### config.mk
export PLATFORM = sky130hd
export DESIGN_NAME = tap_delay_line
export DESIGN_NICKNAME = d
export VERILOG_FILES = /design/src/rtl/tap_delay_line.sv
export SDC_FILE = /design/constraint.sdc
export NUM_CORES = 1
export LEC_CHECK = 0
export CAP_MARGIN = 20
export CORE_MARGIN = 4
export CORE_UTILIZATION = 45
export DETAILED_ROUTE_END_ITERATION = 8
export PLACE_DENSITY_LB_ADDON = 0.1
export SYNTH_ARGS = -nofsm -noshare
export SYNTH_HDL_FRONTEND = slang
export SYNTH_SLANG_ARGS = --single-unit
export TNS_END_PERCENT = 20
### constraint.sdc
create_clock -name clk -period 4 [get_ports clk]
set_clock_uncertainty 0.1 [all_clocks]
set_input_delay 1.2 -clock clk [delete_from_list [all_inputs] [get_ports clk]]
set_output_delay 1.2 -clock clk [all_outputs]
set_load 0.02 [all_outputs]
### src/rtl/tap_delay_line.sv
// Parametrised delay line with per-stage valid tracking and a selectable output tap.
// Latency: tap_sel enabled cycles (0 = combinational bypass); tail is DEPTH enabled cycles.
// Backpressure: en=0 holds every stage and occ in place; flush clears and overrides en.
module tap_delay_line #(
    parameter  int WIDTH        = 8,
    parameter  int DEPTH        = 5,
    parameter  int TAP_W        = 3,
    parameter  int GATE_INVALID = 0,
    localparam int OCC_W        = $clog2(DEPTH + 1)
) (
    input  logic             clk,
    input  logic             reset,
    input  logic             en,
    input  logic             flush,
    input  logic             in_valid,
    input  logic [WIDTH-1:0] in_data,
    input  logic [TAP_W-1:0] tap_sel,
    output logic             out_valid,
    output logic [WIDTH-1:0] out_data,
    output logic             tail_valid,
    output logic [WIDTH-1:0] tail_data,
    output logic [OCC_W-1:0] occ,
    output logic             full
);

    // Index k-1 holds stage k; index 0 is the stage nearest the input.
    logic [WIDTH-1:0] s_dat [DEPTH];
    logic [DEPTH-1:0] s_vld;
    logic [OCC_W-1:0] occ_q;
    logic [WIDTH-1:0] entry_dat;
    logic [TAP_W-1:0] tap_eff;

    // Optionally zero the payload of invalid words so stale data never travels down the line.
    always_comb begin
        entry_dat = in_data;
        if ((GATE_INVALID != 0) && !in_valid) begin
            entry_dat = '0;
        end
    end

    // Stage data shift register: flush clears, en advances, otherwise hold.
    always_ff @(posedge clk or negedge reset) begin
        if (!reset) begin
            for (int k = 0; k < DEPTH; k++) begin
                s_dat[k] <= '0;
            end
        end else if (flush) begin
            for (int k = 0; k < DEPTH; k++) begin
                s_dat[k] <= '0;
            end
        end else if (en) begin
            s_dat[0] <= entry_dat;
            for (int k = 1; k < DEPTH; k++) begin
                s_dat[k] <= s_dat[k-1];
            end
        end
    end

    // Valid bits shift alongside the data; the occupancy counter tracks their popcount.
    always_ff @(posedge clk or negedge reset) begin
        if (!reset) begin
            s_vld <= '0;
            occ_q <= '0;
        end else if (flush) begin
            s_vld <= '0;
            occ_q <= '0;
        end else if (en) begin
            s_vld <= {s_vld[DEPTH-2:0], in_valid};
            // When the line is full the tail word always leaves, so this cannot exceed DEPTH.
            occ_q <= occ_q + OCC_W'(in_valid) - OCC_W'(s_vld[DEPTH-1]);
        end
    end

    // Clamp out-of-range tap selects to the last stage.
    always_comb begin
        tap_eff = tap_sel;
        if (tap_sel > TAP_W'(DEPTH)) begin
            tap_eff = TAP_W'(DEPTH);
        end
    end

    // Output tap mux: tap 0 bypasses the line, tap k reads stage k.
    always_comb begin
        out_valid = in_valid;
        out_data  = in_data;
        for (int k = 1; k <= DEPTH; k++) begin
            if (tap_eff == TAP_W'(k)) begin
                out_valid = s_vld[k-1];
                out_data  = s_dat[k-1];
            end
        end
    end

    assign tail_valid = s_vld[DEPTH-1];
    assign tail_data  = s_dat[DEPTH-1];
    assign occ        = occ_q;
    assign full       = (occ_q == OCC_W'(DEPTH));

endmodule

## Word level (Yosys, flattened, before mapping)

Cells that the tools add are included.

| word-level totals | value |
|---|---|
| word-level logic and storage cells | 34 |
| register bits after elaboration | 48 |
| input port bits | 16 |
| output and inout bits | 22 |

| cells by class | value |
|---|---|
| add/subtract/negate cells | 2 |
| equality and inequality tests | 6 |
| $lt $le $gt $ge | 1 |
| multiplexer cells | 17 |
| reductions and logical operators | 1 |

Operators with widths:

| cell | count |
|---|---|
| 40-bit two-way mux | 2 |
| 8-bit two-way mux | 5 |
| 5-bit two-way mux | 2 |
| 3-bit equality test, second input constant | 3 |
| 3-bit two-way mux | 3 |
| 3-bit by 2-bit equality test with 1-bit output, second input constant | 2 |
| 1-bit two-way mux | 5 |
| 3-bit by 1-bit adder with 3-bit output | 1 |
| 3-bit by 1-bit equality test with 1-bit output, second input constant | 1 |
| 3-bit greater-than comparator, second input constant | 1 |
| 3-bit by 1-bit subtractor with 3-bit output | 1 |
| 2-bit nonzero test | 1 |

## Logic depth before layout (Yosys ltp)

| depth | value |
|---|---|
| depth after elaboration | 8 |
| gate-level depth with buffers | 8 |
| gate-level depth less buffers | 8 |

## Worst setup path before layout

No wires, ideal clock.

| timing | value |
|---|---|
| kind | input to output |
| start | input tap_sel[1] |
| end | output out_data[0] |
| required time | 2700 ps |
| cell stages on the path | 4 |
| data arrival time | 2209 ps |
| path buffers | 2 |
| path slack | 491 ps |
| cells stage by stage | buf_6 > buf_12 > mux2i_1 > a221oi_1 |

| between the ends | value |
|---|---|
| longest elaborated chain between the ends | 8 |
| elaborated cells on any way between the ends | 12 |
| those cells by class | order compare: 1; eq/ne: 5; mux: 6 |

Ends and longest elaborated chain:

| what | RTL line | source |
|---|---|---|
| from (decl) | 17 | `input logic [TAP_W-1:0] tap_sel,` |
| 3-bit greater-than comparator | 77 | `if (tap_sel > TAP_W'(DEPTH)) begin` |
| 3-bit two-way mux (*) | 77 |  |
| 3-bit by 1-bit equality test with 1-bit output | 87 | `if (tap_eff == TAP_W'(k)) begin` |
| 8-bit two-way mux (4 in a row) | 87 |  |
| 8-bit two-way mux (*) | 87 |  |
| to (decl) | 19 | `output logic [WIDTH-1:0] out_data,` |

Every way passes the cells marked *; elsewhere a longest branch is shown, timed or not.

## Worst setup path in the final report

| timing | value |
|---|---|
| start | input tap_sel[1] |
| end | output out_data[5] |

The elaborated chain is that of the path after synthesis.

==> flow_metrics.tcl <==
set metrics [dict create \
    crit_path_start "tap_sel[1]" \
    synth_cell_types 24 \
    ys.flop_type "dfrtp_1" \
    dieArea_um2 6940 \
    setup.worst_path.start_class "primary input" \
    rows 27 \
    n_antenna_cell 0 \
    syn_nets 246 \
    cp_data_required_time_ns 2.70 \
    synth_top_cell_area_share_pct 47.1 \
    synth_edf_count 0 \
    drtIter0Drc 60 \
    yosys-top-cells-count "mux2i_1 (65), nor2_1 (49), dfrtp_1 (48)" \
    cts_max_path_buffers 2 \
    ys_seq_area_share_pct 47.1 \
    p_leak_nw 1.53 \
    grt_pass1_vias 1824 \
    ff2ff_setup_slack_ns 1.95 \
    fmax_mhz 266 \
    grt_pass1_wl_um 9320 \
    ctsHtreeMaxLevel 2 \
    via_per_inst 5.27 \
    wirelength_um 5310 \
    slowest_stage "dlygate4sd2_1" \
    reg2reg_depth 7 \
    vias 1765 \
    ir_drop_mv 0.149 \
    timing.rr.start "s_vld[4]" \
    multiInputGateArea_um2 1180 \
    io_pins 38 \
    critPathKind "in2out" \
    critPathTopFamily "buffers and inverters" \
    antenna_found_initial 0 \
    port_buffers 37 \
    synth_cells 227 \
    grt_max_degree 49 \
    finalNetCount 282 \
    power_mw 0.936 \
    yosysMostFrequentCell "mux2i_1" \
    finalCritPeriodShare_pct 94.1 \
    insertion_delay_ns 0.29 \
    endpoint "out_data[5]" \
    regArea_um2 1200 \
    wl_per_cell_um 15.8 \
    cap_violations 0 \
    dieHeight_um 83.3 \
    rsz0062_at_grt "false" \
    outcome "complete, no violations" \
    setup_ws_ns 0.235 \
    slew_headroom_pct 48.7 \
    initial_utilization_pct 46.3 \
    ys_seq_elements 48 \
    critPathBufInv 4 \
    hold_path_class "reg2reg" \
    drive_gt1_share_pct 15.6 \
    cts_tree "built" \
    synth.area.top_cells "dfrtp_1 (47%), mux2i_1 (26%), nor2_1 (7.2%), a221oi_1 (2.7%), buf_4 (2.6%)" \
    min_period_ns 3.76 \
    worst_pin_slew_ns 0.769 \
    drt-pass1-iter-count 4 \
    syn_to_final_growth_pct 20.6 \
    yosysWarnings 0 \
    place_ws_ns -0.666 \
    cts_num_sinks 48 \
    cts_root_buf "clkbuf_8" \
    crit_chain "dlygate4sd2_1, buf_12, nor2_8, buf_12, mux2i_1, a221oi_1, buf_2" \
    setup_viol 0 \
    ys_async_sr_fraction_pct 100 \
    slew_viol_final 0 \
    reg2reg_to "occ[2]" \
    hpwlAfterDp_um 3530 \
    power_density_nw_per_um2 304 \
    yosys.area.top_type "dfrtp_1" \
    grt.total_usage_pct 16.4 \
    cp_slowest_stage_delay_ns 0.26 \
    worstSetupEndpointType "output pin" \
    grt.overflow.total 0 \
    numCtsBuffers 5 \
    die_w_um 83.3 \
    drc 0 \
    cpMostUsedCell "buf_12" \
    syn_avg_cell_area_um2 11.2 \
    core_um2 5510 \
    crit_fanout 13 \
    ant_nets 0 \
    gp_congestion 0.737 \
    clk_pin_slew_ns 0.09 \
    hold_violations 0 \
    fin_hold_ws_ns 0.450 \
    crit_cells 7 \
    netlist_area_um2 2550 \
    fillCellCount 506 \
    critPathArrivalTime_ns 2.46 \
]
where the power goes:
part           switching (mW)  internal, mW  total, mW  leakage (nW)
combinational          0.0850        0.0743      0.159         0.826
clock                   0.151         0.119      0.270        0.0410
sequential             0.0100         0.497      0.507         0.661
sequential cells by signal (all words and copies together) (netlist names):
register	flops
occ	3
s_dat	32
tail_data	8
s_vld	5
per-layer routing:
metal	global-route usage (%)	up-vias	routed length, um
met5	0	-	0
met2	24.4	35	2370
li1	-	845	-
met4	3.57	0	51
met1	24.4	880	2670
met3	3.77	5	219
cell usage in the layout, fill, tap and decap left out, drive strengths merged, types with 4 or more instances in the layout:
master	synthesis	routed
a221oi	9	9
a211oi	9	9
clkbuf	2	6
dfrtp	48	48
nor2	50	50
buf	22	27
and2b	7	7
inv	4	4
mux2i	65	65
clkdlybuf4s50	0	23
tightest hold or removal path, cell delays in order (launching register included):
cell	delay, ns
dfrtp_1	0.37
mux2i_1	0.07
nor2_1	0.08
area by class of cell:
cell class,count,share of cell area (%)
flip-flops and latches,48,39.0
multi-input cells,151,38.5
repair buffers,53,16.6
well taps,72,2.93
clock buffers,6,2.36
inverters,4,0.488
clock inverters,1,0.163
repair_timing:
action	in CTS	in global routing
pin swaps	1	0
setup endpoints to repair	9	7
hold endpoints to repair	0	0
buffers inserted	2	0
hold buffers	0	0
resized for setup	47	5
kinds of logic after synthesis:
family | share of synthesized area [%]
and+or+nand+nor | 11.3
muxes | 25.5
AOI/OAI and AO/OA | 6.72
DFF | 47.1
buffers and inverters | 7.31
adders and majority gates | 1.77
xor gates and xnor gates | 0.343
worst min path at each step:
| stage | from | to | slack (ns) | cells past startpoint |
|---|---|---|---|---|
| 2_1_floorplan | s_dat[37] | s_dat[37] | 0.40 | 2 |
| 3_3_place_gp | s_dat[36] | s_dat[36] | 0.43 | 2 |
| 3_5_place_dp | s_dat[38] | s_dat[30] | 0.43 | 2 |
| 4_1_cts | s_dat[33] | s_dat[25] | 0.45 | 2 |
| 5_1_grt | s_dat[36] | s_dat[36] | 0.48 | 2 |
| 6_report | s_dat[38] | s_dat[38] | 0.45 | 2 |
stage by stage:
step           TNS (ns)  util (%)  std cells  instance area (um2)
2_1_floorplan         0         -        227                 2550
3_3_place_gp      -5.41      54.1        325                 2980
3_5_place_dp      -5.79      54.1        325                 2980
4_1_cts               0      55.2        334                 3040
5_1_grt               0      55.9        335                 3080
6_report              0      55.9        335                 3080
Note: power is estimated with default switching activity, not from simulation.
